## config.mk

```make
export PLATFORM = sky130hd
export DESIGN_NAME = memory_responder
export DESIGN_NICKNAME = d
export VERILOG_FILES = /design/src/rtl/memory_responder.sv
export SDC_FILE = /design/constraint.sdc
export NUM_CORES = 1
export LEC_CHECK = 0
export ABC_CLOCK_PERIOD_IN_PS = 1800
export BUFFER_PORTS_ARGS = -buffer_cell sky130_fd_sc_hd__buf_2
export CAP_MARGIN = 10
export CORE_MARGIN = 3
export CORE_UTILIZATION = 45
export CTS_CLUSTER_DIAMETER = 100
export DETAILED_ROUTE_END_ITERATION = 8
export GPL_TIMING_DRIVEN = 0
export MAX_ROUTING_LAYER = met4
export PLACE_DENSITY = 0.75
export SETUP_SLACK_MARGIN = 0.05
export SLEW_MARGIN = 20
export SYNTH_ARGS = -nofsm -noshare
export SYNTH_HDL_FRONTEND = slang
export SYNTH_SLANG_ARGS = --single-unit
export TNS_END_PERCENT = 50
```

## constraint.sdc

```tcl
create_clock -name CLK -period 1.8 [get_ports CLK]
set_input_delay 0.09 -clock CLK [delete_from_list [all_inputs] [get_ports CLK]]
set_output_delay 0.09 -clock CLK [all_outputs]
set_load 0.05 [all_outputs]
```

## src/rtl/memory_responder.sv

```systemverilog
// memory_responder
//   Arbitrates datapath instruction-fetch and data requests onto a single
//   fixed-latency RAM port. Data requests win over fetches. Each access holds
//   the RAM strobes, address and store data for LAT cycles, and then spends
//   one response cycle in which ihit or dhit pulses.
//
// Parameters
//   LAT        RAM access cycles per request (1..15)
//
// Ports
//   CLK        sole clock, rising edge
//   nRST       synchronous reset, active high
//   imemREN    instruction fetch request      imemaddr  fetch byte address
//   dmemREN    data read request              dmemWEN   data write request
//   dmemaddr   data byte address              dmemstore data to write
//   halt       datapath halted: blocks new fetches only
//   ihit       fetch complete (one cycle)     imemload  fetched word (held)
//   dhit       data access complete           dmemload  loaded word (held)
//   ramREN     RAM read strobe                ramWEN    RAM write strobe
//   ramaddr    RAM address                    ramstore  RAM write data
//   ramload    RAM read data, valid on the last cycle of the access window
//
// Build option
//   MEMORY_RESPONDER_IBUF_EN  adds a one-entry fetch buffer. A fetch whose
//   word address matches the buffered tag completes without touching RAM.
module memory_responder #(
  parameter int unsigned LAT = 2
) (
  input  logic        CLK,
  input  logic        nRST,
  input  logic        imemREN,
  input  logic [31:0] imemaddr,
  input  logic        dmemREN,
  input  logic        dmemWEN,
  input  logic [31:0] dmemaddr,
  input  logic [31:0] dmemstore,
  input  logic        halt,
  output logic        ihit,
  output logic [31:0] imemload,
  output logic        dhit,
  output logic [31:0] dmemload,
  output logic        ramREN,
  output logic        ramWEN,
  output logic [31:0] ramaddr,
  output logic [31:0] ramstore,
  input  logic [31:0] ramload
);

  typedef enum logic [1:0] {IDLE, IACC, DACC, RESP} state_e;

  localparam logic [3:0] LAST_CNT = 4'(LAT - 1);

  state_e      state_q,     state_d;
  logic [3:0]  cnt_q,       cnt_d;
  logic [31:0] addr_q,      addr_d;
  logic [31:0] store_q,     store_d;
  logic        wr_q,        wr_d;
  logic        ihit_q,      ihit_d;
  logic        dhit_q,      dhit_d;
  logic [31:0] imemload_q,  imemload_d;
  logic [31:0] dmemload_q,  dmemload_d;
  logic        ram_ren_q,   ram_ren_d;
  logic        ram_wen_q,   ram_wen_d;
  logic [31:0] ram_addr_q,  ram_addr_d;
  logic [31:0] ram_store_q, ram_store_d;

  logic d_req;
  logic i_req;

  assign d_req = dmemREN | dmemWEN;
  assign i_req = imemREN & ~halt;

`ifdef MEMORY_RESPONDER_IBUF_EN
  logic        ibuf_valid_q, ibuf_valid_d;
  logic [29:0] ibuf_tag_q,   ibuf_tag_d;
  logic [31:0] ibuf_data_q,  ibuf_data_d;
  logic        ibuf_hit;

  assign ibuf_hit = ibuf_valid_q && (ibuf_tag_q == imemaddr[31:2]);
`endif

  always_comb begin
    state_d     = state_q;
    cnt_d       = cnt_q;
    addr_d      = addr_q;
    store_d     = store_q;
    wr_d        = wr_q;
    ihit_d      = 1'b0;
    dhit_d      = 1'b0;
    imemload_d  = imemload_q;
    dmemload_d  = dmemload_q;
    ram_ren_d   = 1'b0;
    ram_wen_d   = 1'b0;
    ram_addr_d  = '0;
    ram_store_d = '0;
`ifdef MEMORY_RESPONDER_IBUF_EN
    ibuf_valid_d = ibuf_valid_q;
    ibuf_tag_d   = ibuf_tag_q;
    ibuf_data_d  = ibuf_data_q;
`endif

    unique case (state_q)
      IDLE: begin
        if (d_req) begin
          // Read+write together is treated as a write.
          state_d     = DACC;
          cnt_d       = '0;
          addr_d      = dmemaddr;
          store_d     = dmemstore;
          wr_d        = dmemWEN;
          ram_wen_d   = dmemWEN;
          ram_ren_d   = ~dmemWEN;
          ram_addr_d  = dmemaddr;
          ram_store_d = dmemstore;
        end else if (i_req) begin
`ifdef MEMORY_RESPONDER_IBUF_EN
          if (ibuf_hit) begin
            // Buffered fetch: straight to the response cycle, RAM idle.
            state_d    = RESP;
            ihit_d     = 1'b1;
            imemload_d = ibuf_data_q;
          end else
`endif
          begin
            state_d    = IACC;
            cnt_d      = '0;
            addr_d     = imemaddr;
            store_d    = '0;
            wr_d       = 1'b0;
            ram_ren_d  = 1'b1;
            ram_addr_d = imemaddr;
          end
        end
      end

      IACC, DACC: begin
        if (cnt_q == LAST_CNT) begin
          // Last window cycle: ramload is valid now.
          state_d = RESP;
          if (state_q == IACC) begin
            ihit_d     = 1'b1;
            imemload_d = ramload;
`ifdef MEMORY_RESPONDER_IBUF_EN
            ibuf_valid_d = 1'b1;
            ibuf_tag_d   = addr_q[31:2];
            ibuf_data_d  = ramload;
`endif
          end else begin
            dhit_d = 1'b1;
            if (!wr_q) begin
              dmemload_d = ramload;
            end
`ifdef MEMORY_RESPONDER_IBUF_EN
            if (wr_q && ibuf_valid_q && (ibuf_tag_q == addr_q[31:2])) begin
              ibuf_valid_d = 1'b0;
            end
`endif
          end
        end else begin
          cnt_d       = cnt_q + 4'd1;
          ram_ren_d   = ~wr_q;
          ram_wen_d   = wr_q;
          ram_addr_d  = addr_q;
          ram_store_d = store_q;
        end
      end

      RESP: begin
        state_d = IDLE;
      end

      default: begin
        state_d = IDLE;
      end
    endcase
  end

  always_ff @(posedge CLK) begin
    if (nRST) begin
      state_q     <= IDLE;
      cnt_q       <= '0;
      addr_q      <= '0;
      store_q     <= '0;
      wr_q        <= 1'b0;
      ihit_q      <= 1'b0;
      dhit_q      <= 1'b0;
      imemload_q  <= '0;
      dmemload_q  <= '0;
      ram_ren_q   <= 1'b0;
      ram_wen_q   <= 1'b0;
      ram_addr_q  <= '0;
      ram_store_q <= '0;
`ifdef MEMORY_RESPONDER_IBUF_EN
      ibuf_valid_q <= 1'b0;
      ibuf_tag_q   <= '0;
      ibuf_data_q  <= '0;
`endif
    end else begin
      state_q     <= state_d;
      cnt_q       <= cnt_d;
      addr_q      <= addr_d;
      store_q     <= store_d;
      wr_q        <= wr_d;
      ihit_q      <= ihit_d;
      dhit_q      <= dhit_d;
      imemload_q  <= imemload_d;
      dmemload_q  <= dmemload_d;
      ram_ren_q   <= ram_ren_d;
      ram_wen_q   <= ram_wen_d;
      ram_addr_q  <= ram_addr_d;
      ram_store_q <= ram_store_d;
`ifdef MEMORY_RESPONDER_IBUF_EN
      ibuf_valid_q <= ibuf_valid_d;
      ibuf_tag_q   <= ibuf_tag_d;
      ibuf_data_q  <= ibuf_data_d;
`endif
    end
  end

  assign ihit     = ihit_q;
  assign dhit     = dhit_q;
  assign imemload = imemload_q;
  assign dmemload = dmemload_q;
  assign ramREN   = ram_ren_q;
  assign ramWEN   = ram_wen_q;
  assign ramaddr  = ram_addr_q;
  assign ramstore = ram_store_q;

endmodule

```

==> impl_metrics.tcl <==
set metrics [dict create \
    outcome "finished, final reports clean" \
    hold_class "primary input to flip-flop" \
    worstReg2RegStart "state_q[0]" \
    fraction_of_the_mapped_netlist_area_in_compound_gates_pct 19.4 \
    core_area_sq_um 16000 \
    fillCellCount 1174 \
    number_of_buffers_created_by_cts 22 \
    max_cap_viol_count 0 \
    worst_slew_margin_rel_pct 59.1 \
    synth_cells 871 \
    chipHeight_microns 134 \
    ir_drop_uv 835 \
    grt_antenna_before_repair 0 \
    yosysSeqAreaShare_pct 55.0 \
    rsz0062_at_grt "true" \
    cp_cell_sequence "inv_4 > ha_4 > nand2b_4 > or4_4 > buf_6 > buf_12 > nand2_2 > a21oi_1" \
    simple_gate_area_share_of_the_yosys_netlist_pct 19.2 \
    critical_path_class "flip-flop to flip-flop" \
    power_switching_share_pct 39.6 \
    clock_tree.htree_level_count 1 \
    power_frac_seq_pct 32.8 \
    count_of_final_setup_violators 0 \
    slew_viol_final 0 \
    drtPass1Iterations 6 \
    drt_iter0_drc 428 \
    globalRoute.totalOverflow 0 \
    drive_above_1_share_pct 31.8 \
    track_usage_pct 27.0 \
    fin_skew_ns 0.00950 \
    mostFrequentLayoutCells "sky130_fd_sc_hd__nand2_1, sky130_fd_sc_hd__buf_2, sky130_fd_sc_hd__dfxtp_1, sky130_fd_sc_hd__a21oi_1, sky130_fd_sc_hd__dlygate4sd3_1" \
    detailed_place_hpwl_microns 15400 \
    layout_worst_path_cycle_share_pct 98.8 \
    mappedNetlistNets 1011 \
    root_buffer "sky130_fd_sc_hd__clkbuf_16" \
    layout.area.seq_sq_um 4070 \
    synth_cell_type_count 43 \
    cts_tree "yes" \
    min_delay_path_depth 4 \
    worst_setup_timing_slack_at_the_placement_stage_ns -0.179 \
    fin_nets 1425 \
    crit_start "state_q[0]" \
    pwr-share-comb_pct 40.8 \
    total_leakage_power_nw 4.83 \
    timing.critical_path.required_ns 2.16 \
    maxClockFrequency_mhz 562 \
    route.final.wire_length_microns 24900 \
    globalplace.congestion 0.810 \
    holdPathEnd "addr_q[0]" \
    grt_first_pass_wirelength_microns 38400 \
    floorplan.die_area_sq_um 18000 \
    critPathMaxStageDelay_ns 0.41 \
    wire_per_inst_microns 16.4 \
    top_level_ports 266 \
    multi_input_area_sq_um 3080 \
    numPortBuffers 264 \
    yosysWarnings 0 \
    ctsLongestPathBuffers 3 \
    vias 7755 \
    hp-start "imemaddr[0]" \
    crit_fanout 10 \
    type_of_origin_of_the_critical_path "flip-flop" \
    worstSkewPairLatency_ns 0.49 \
    r2r_slack_ns 0.02 \
    ant_nets 0 \
    r2r-end "dmemload[11]" \
    synth_top_family_by_area "compound AO/OA/AOI/OAI gates" \
    critPathCaptureType "flip-flop" \
    finalCriticalPeriod_ns 1.78 \
    finalHoldViolCount 0 \
    post_synth_mux_area_share_pct 0.288 \
    p_sw_mw 6.83 \
    layout.cells.most_common "sky130_fd_sc_hd__nand2_1" \
    area_delta_synth_final_pct 51.8 \
    diodes 0 \
    clockPowerShare_pct 26.4 \
    clk_pin_slew_worst_paths_ns 0.06 \
    initial_core_util_pct 46.2 \
    clock-sinks 203 \
    synthesized_area_fraction_occupied_by_xor_and_xnor_cells_pct 0 \
    power_per_cell_area_nw_per_um2 1540 \
    die_w_microns 134 \
    first_global_vias 7645 \
    ff2ff_path_depth 8 \
    cp.arrival_ns 2.13 \
    core.rowCount 46 \
    synth_seq_cells 203 \
    post-route-drc-count 0 \
    timing_worst_slew_pin_value_ns 0.613 \
    worst_slack_ns 0.0217 \
    via_per_inst 5.11 \
    post_synth.cell_area_avg_sq_um 8.49 \
    utilization_pct 70.1 \
    slowest_stage "sky130_fd_sc_hd__or4_4" \
    fraction_of_the_mapped_netlist_area_in_adder_cells_pct 1.02 \
    synth_area_sq_um 7390 \
    p_int_mw 10.4 \
    grt_start_max_net_pins 15 \
]
[Yosys cell counts (all sizes together)]
| cell type | instances | area share (%) |
|---|---|---|
| a311oi | 1 | 0.12 |
| o21ai | 14 | 0.95 |
| nand3 | 5 | 0.34 |
| buf | 30 | 3.0 |
| nand2 | 310 | 16 |
| o22ai | 1 | 0.085 |
| or4 | 1 | 0.15 |
| o22a | 1 | 0.12 |
| a22oi | 19 | 2.6 |
| a31oi | 2 | 0.17 |
| nand4 | 1 | 0.085 |
| nor2b | 4 | 0.34 |
| ha | 6 | 1.0 |
| a21o | 14 | 1.4 |
| nor3b | 4 | 0.56 |
| inv | 4 | 0.20 |
| nor4 | 1 | 0.29 |
| dfxtp | 203 | 55 |
| mux2 | 1 | 0.15 |
| dlygate4sd1 | 2 | 0.24 |
| or2 | 1 | 0.085 |
| or3b | 1 | 0.15 |
| mux2i | 1 | 0.14 |
| nor2 | 5 | 0.51 |
| a211o | 1 | 0.12 |
| nand2b | 5 | 0.56 |
| and2 | 1 | 0.085 |
| o31ai | 2 | 0.39 |
| clkbuf | 32 | 1.6 |
| a21oi | 197 | 13 |
| o2111ai | 1 | 0.12 |
[metrics by stage]
step,total power [mW],instance area (sq um),setup TNS [ns],std cells,hold WS [ns]
floorplan,10.2,7400,0,871,0.226
global placement,11.8,9000,-9.55,1351,0.344
detailed placement,11.8,9000,-14.50,1351,0.349
CTS,17.1,11200,-0.00599,1517,0.000254
global route,18.0,11200,-0.0153,1517,0.0213
finish,17.2,11200,0,1517,0.0130
[critical path: cells and delay by family (launching register included)]
family | cells | cell delay (ns)
buffers and inverters | 3 | 0.35
AND/OR/NAND/NOR | 3 | 0.55
flip-flops | 1 | 0.38
adder cells (fa/ha/maj) | 1 | 0.30
AO/OA/AOI/OAI | 1 | 0.07
[worst max-delay path by stage]
| stage | endpoint | cells past startpoint | slack (ns) |
|---|---|---|---|
| after floorplan | dmemload[15] | 8 | 0.06 |
| after global placement | ramaddr[14] | 8 | -0.15 |
| after detailed placement | addr_q[27] | 8 | -0.18 |
| after CTS | ramaddr[25] | 9 | -0.003 |
| after global routing | dmemload[21] | 8 | -0.004 |
| final | dmemload[11] | 8 | 0.02 |
[power by group through the flow]
stage	sequential, mW	combinational [mW]	clock (mW)
after CTS	5.63	6.87	4.60
final	5.65	7.04	4.55
after floorplan	7.14	3.03	0
after detailed placement	5.68	6.14	0
after global routing	5.72	7.54	4.78
after global placement	5.67	6.08	0
[registers in the layout, indices dropped and copies added, names as in the netlist]
name      count
ramWEN        1
dmemload     32
imemload     32
addr_q       32
wr_q          1
ramREN        1
cnt_q         4
store_q      32
ramstore     32
ihit          1
dhit          1
ramaddr      32
state_q       2
[metal layers]
metal / track usage [%] / vias to the layer above / share of wire, %
met5: - / - / 0
met4: 10.1 / 0 / 3.1
met3: 4.35 / 63 / 7.5
met2: 46.2 / 417 / 50
met1: 32.2 / 3548 / 40
li1: - / 3727 / -
[layout make-up]
class	instances	share of cell area (%)
flip-flops and latches	203	36.3
clock inverters	9	0.892
repair buffers	392	23.2
well taps	216	2.41
multi-input cells	600	27.5
inverters	4	0.178
plain buffers	62	3.78
clock buffers	31	5.76
[logic make-up (layout without fill, tap and decap cells)]
| kind of cell | after synthesis | after routing |
|---|---|---|
| AND/OR/NAND/NOR | 339 | 339 |
| buffers and inverters | 68 | 498 |
| flip-flops | 203 | 203 |
| AO/OA/AOI/OAI | 253 | 253 |
| multiplexers | 2 | 2 |
| adder cells (fa/ha/maj) | 6 | 6 |
[what timing repair did]
| action | 4_1_cts | 5_1_grt |
|---|---|---|
| endpoints found under the hold margin | 186 | 0 |
| endpoints found under the setup margin | 160 | 161 |
| gates resized for setup | 50 | 26 |
| gates cloned | 2 | 0 |
| pin swaps | 10 | 8 |
| hold buffers | 116 | 0 |
| setup buffers | 8 | 3 |
No activity file was read; power rests on OpenSTA's default activity.
